$ cat config.mk
export PLATFORM = sky130hd
export DESIGN_NAME = countdown_timer
export DESIGN_NICKNAME = d
export VERILOG_FILES = /design/src/rtl/countdown_timer.sv
export SDC_FILE = /design/constraint.sdc
export NUM_CORES = 1
export LEC_CHECK = 0
export ABC_AREA = 1
export CAP_MARGIN = 20
export CORE_UTILIZATION = 48
export CTS_CLUSTER_DIAMETER = 80
export DETAILED_ROUTE_END_ITERATION = 8
export GPL_TIMING_DRIVEN = 0
export PLACE_DENSITY_LB_ADDON = 0.1
export SLEW_MARGIN = 40
export SYNTH_ARGS = -nofsm -noshare
export SYNTH_HDL_FRONTEND = slang
export SYNTH_SLANG_ARGS = --single-unit
$ cat constraint.sdc
create_clock -name clk -period 1.9 [get_ports clk]
set_input_delay 0.38 -clock clk [delete_from_list [all_inputs] [get_ports clk]]
set_output_delay 0.38 -clock clk [all_outputs]
set_load 0.05 [all_outputs]
$ cat src/rtl/countdown_timer.sv
// Countdown timer with a reload register, one-shot and periodic modes,
// pause, and a registered one-cycle terminal-count pulse.
module countdown_timer #(
    parameter int unsigned WIDTH = 4,
    parameter int unsigned MAX   = 10
) (
    input  logic             clk,
    input  logic             rst,
    input  logic             en,
    input  logic             load,
    input  logic [WIDTH-1:0] load_val,
    input  logic             start,
    input  logic             pause,
    input  logic             auto_reload,
    output logic [WIDTH-1:0] out,
    output logic             busy,
    output logic             tc,
    output logic             done
);

    typedef enum logic [1:0] {
        S_IDLE   = 2'd0,
        S_RUN    = 2'd1,
        S_PAUSED = 2'd2,
        S_DONE   = 2'd3
    } state_t;

    // Largest count the timer may hold; load values above it are clamped.
    localparam logic [WIDTH-1:0] CAP  = WIDTH'(MAX - 1);
    localparam logic [WIDTH-1:0] ONE  = WIDTH'(1);
    localparam logic [WIDTH-1:0] ZERO = '0;

    state_t           state_q;
    state_t           state_d;
    logic [WIDTH-1:0] out_q;
    logic [WIDTH-1:0] out_d;
    logic [WIDTH-1:0] reload_q;
    logic [WIDTH-1:0] reload_d;
    logic             tc_q;
    logic             tc_d;
    logic             busy_q;
    logic             busy_d;
    logic             done_q;
    logic             done_d;

    logic [WIDTH-1:0] load_clamped;
    logic             at_zero;
    logic             at_one;
    logic             tick;
    logic             reload_zero;

    // Shared decode of the current count and the tick qualifier.
    always_comb begin
        load_clamped = (load_val > CAP) ? CAP : load_val;
        at_zero      = (out_q == ZERO);
        at_one       = (out_q == ONE);
        reload_zero  = (reload_q == ZERO);
        tick         = en && !pause;
    end

    // State and datapath registers; reset clears everything at once.
    always_ff @(posedge clk or posedge rst) begin
        if (rst) begin
            state_q  <= S_IDLE;
            out_q    <= ZERO;
            reload_q <= ZERO;
            tc_q     <= 1'b0;
            busy_q   <= 1'b0;
            done_q   <= 1'b0;
        end else begin
            state_q  <= state_d;
            out_q    <= out_d;
            reload_q <= reload_d;
            tc_q     <= tc_d;
            busy_q   <= busy_d;
            done_q   <= done_d;
        end
    end

    // Next-state logic: load wins everywhere, pause beats a tick in RUN.
    always_comb begin
        state_d = state_q;
        if (load) begin
            state_d = S_IDLE;
        end else begin
            unique case (state_q)
                S_IDLE: begin
                    if (start) begin
                        state_d = at_zero ? S_DONE : S_RUN;
                    end
                end
                S_RUN: begin
                    if (pause) begin
                        state_d = S_PAUSED;
                    end else if (en && at_one && !auto_reload) begin
                        state_d = S_DONE;
                    end
                end
                S_PAUSED: begin
                    if (!pause) begin
                        state_d = S_RUN;
                    end
                end
                S_DONE: begin
                    if (start && !reload_zero) begin
                        state_d = S_RUN;
                    end
                end
                default: state_d = S_IDLE;
            endcase
        end
    end

    // Count, reload register, terminal-count pulse and status flags.
    always_comb begin
        out_d    = out_q;
        reload_d = reload_q;
        tc_d     = 1'b0;
        if (load) begin
            reload_d = load_clamped;
            out_d    = load_clamped;
        end else begin
            unique case (state_q)
                S_IDLE: begin
                    // Starting from zero finishes immediately with a pulse.
                    if (start && at_zero) begin
                        tc_d = 1'b1;
                    end
                end
                S_RUN: begin
                    if (tick) begin
                        if (!at_zero) begin
                            out_d = out_q - ONE;
                            tc_d  = at_one;
                        end else begin
                            // Zero is only held in RUN in periodic mode: reload.
                            out_d = reload_q;
                            tc_d  = reload_zero;
                        end
                    end
                end
                S_PAUSED: begin
                    out_d = out_q;
                end
                S_DONE: begin
                    out_d = ZERO;
                    if (start) begin
                        if (!reload_zero) begin
                            out_d = reload_q;
                        end else begin
                            tc_d = 1'b1;
                        end
                    end
                end
                default: out_d = out_q;
            endcase
        end
        busy_d = (state_d == S_RUN) || (state_d == S_PAUSED);
        done_d = (state_d == S_DONE);
    end

    assign out  = out_q;
    assign busy = busy_q;
    assign tc   = tc_q;
    assign done = done_q;

endmodule

==> summary.md <==
| Metric | Value |
|---|---|
| Post-Syn Nets | 130 |
| Synthesis-stage register bit count | 13 |
| Final worst slack | between 0.1 and 0.15 ns |
| Synth warnings | 0 |
| Post-Syn Area | approximately 800 sq um |
| CTS tree | built |
| Maximum achievable frequency | 560 MHz |
| Remaining global-route overflow | 0 |
| Top_reg_cell synth | dfrtp_1 |
| Unrepaired setup endpoints after global routing | false |
| Dominant cells by area after synthesis | dfrtp_1, nand2_1, inv_1 |
| CTS buffer count | 3 |
| Yosys top cell area share | ~41% |
| Synth cell count leaders | nand2_1, inv_1, nor2_1, dfrtp_1, nand3_1 |
| Overall Global Routing Usage | ~20% |
| Number of global-route vias before repair | roughly 650 |
| Min Tclk post-route | ~1.8 ns |
| Clock Tree Buf Depth | 2 |
| Number of synthesized flops with an enable pin | 0 |
| Iteration-0 DRC count of the detailed router | 23 |
| Number of hold violations in the final report | 0 |
| CP startpoint kind | flip-flop |
| Final worst path period share | approximately 94% |
| Largest family of logic cells by synthesized area | simple AND/OR/NAND/NOR gates |
| Initial antenna violation count | 0 |
| Simple-Gate Fraction of Synth Area | between 30 and 40% |
| First-pass GRT wire length | between 2000 and 3000 microns |
| H-Tree Depth | 1 |
| Ant. Diodes | 0 |
| WP buf/inv | 1 |
| Die extent in y | ~43 microns |
| Yosys top cell by area | dfrtp_1 |
| Post-synthesis xor/xnor area fraction | 0% |
| Final Net Count | about 150 |
| Syn_area_per_cell | approximately 7 sq um |
| Slowest stage cell, crit path | clkdlybuf4s50_1 |
| Peak supply drop | approximately 0.00056 V |
| Fill cell count | approximately 140 |
| Wire per inst | roughly 11 microns |
| Slew HR | 66.8% |
| Max Fanout on Critical Path | 1 |
| 1st-pass router iterations | 4 |
| Via density | around 5.1 |
| Die ar. | approximately 1800 sq um |
| FP Rows | 14 |
| Die Wd | approximately 43 microns |
| Crit path cell chain | clkdlybuf4s50_1 |
| I/O Buffers | 17 |
| DPL Wire Length | 1300 microns |
| Distinct cells, synth | 17 |
| Skew final | approximately 0.00093 ns |
| Mux cell area share after synthesis | 0% |
| Setup tns final | 0 ns |
| Root Driver | clkbuf_4 |
| Asr flop ratio synth | 100% |
| Share of layout cells above drive strength 1 | 6.57% |
| Pwr/cell area | approximately 850 nW/um^2 |
| Synth Area in Compound Gates | around 12% |
| Antenna viol nets, final | 0 |
| Seq/Total Area, Yosys | approximately two fifths |
| Total leakage power | 0.571 nW |
| Largest delay contributor family on the critical path | buffers and inverters |
| Most frequent cell after synthesis | nand2_1 |
| Max cap viols | 0 |
| Hold_buf cts | 0 |
| Worst skew pair latency | about 0.28 ns |
| Critical path capture point type | primary output |
| Critical Path AT | roughly 1.4 ns |
| Min Hold Slack | 0.412 ns |
| DRC | 0 |
| I/O Pins | 18 |
| Fin. max-slew vios | 0 |
| GP Congestion | just over 0.8 |
| # clock sinks | 13 |
| WP data required | 1.52 ns |
| DR vias | just under 800 |
| Kind of critical path | reg -> out |
| # setup viols final | 0 |
| Synth Instances | about 120 |
| Final WL | around 1600 microns |
| Least-Margin Pin Slew | around 0.50 ns |
| Core area | 1520 sq um |
| Initial Utilization | a little over half |
| Adder-Cell Fraction of Synth Area | between 4 and 5% |
| HP Class | in -> async |
| Clk slew on worst S/H paths | approximately 0.08 ns |
| Power, Total | ~0.86 mW |
| Fin util | between 60% and 70% |
| Status | complete, no violations |
| DP Worst Slack | between 0.08 and 0.09 ns |
| Worst path max stage delay | between 0.7 and 0.8 ns |
| Largest net degree at the start of global routing | 14 |
| Area growth syn-to-layout | 27.5% |
-- cells by family after synthesis --
group | Yosys count
fa+ha+maj | 3
simple gates | 63
flops | 13
buf+inv | 21
compound gates | 16
-- where the power goes --
group,internal (mW),switching (mW),total [mW]
Combinational,0.116,0.221,0.337
Clock,0.0816,0.0928,0.174
Sequential,0.313,0.0359,0.349
-- flip-flops by register name, summed over array words and instances (netlist names) --
signal / cells
busy: 1
done: 1
out: 4
reload_q: 4
state_q: 2
tc: 1
-- final cells by class --
| class | count | area (sq um) | share of cell area, % |
|---|---|---|---|
| clock buffer | 4 | 26.3 | 2.59 |
| inverter | 21 | 78.8 | 7.76 |
| multi-input combinational | 82 | 393 | 38.7 |
| sequential | 13 | 325 | 32.0 |
| tap | 16 | 20.0 | 1.97 |
| timing repair buffer | 17 | 173 | 17.0 |
-- cells in the final DEF (no fill, tap or decap) --
master and instances:
a21oi_1 5, a31oi_1 2, clkbuf_1 1, clkbuf_4 3, clkdlybuf4s50_1 13, dfrtp_1 13, dlygate4sd2_1 2, dlymetal6s2s_1 2
ha_1 3, inv_1 18, inv_2 3, nand2_1 34, nand2_2 1, nand3_1 8, nand4_1 2, nor2_1 16
nor2_4 1, nor3_1 1, o211ai_1 1, o21ai_0 6, o21ai_1 1, o22ai_2 1
-- metrics by stage --
stage / cells / area [sq um]
6_report: 153 / 1020
5_1_grt: 153 / 1020
4_1_cts: 153 / 1010
3_5_place_dp: 149 / 987
3_3_place_gp: 149 / 987
2_1_floorplan: 116 / 797
-- layer usage --
metal / wire (microns) / global-route usage (%)
met1: 790 / 30.0
met4: 23 / 7.50
met3: 93 / 3.83
met2: 707 / 30.0
met5: 0 / 0
-- worst paths after layout --
| check | slack [ns] | endpoint | cells after the start | startpoint |
|---|---|---|---|---|
| max in group asynchronous | 1.16 | tc | 2 | rst |
| setup / recovery | 0.11 | busy | 1 | busy |
| min in group clk | 0.55 | reload_q[0] | 2 | reload_q[0] |
| hold reg to reg | 0.55 | reload_q[0] | 2 | reload_q[0] |
| hold / removal | 0.41 | reload_q[0] | 2 | rst |
| setup reg to reg | 0.21 | busy | 9 | out[0] |
-- repair_timing --
| action | in CTS | in global routing |
|---|---|---|
| hold endpoints to repair | 0 | 0 |
| gates resized for setup | 2 | 2 |
| buffers inserted | 0 | 0 |
| setup endpoints to repair | 2 | 2 |
Note: power is estimated with default switching activity, not from simulation.
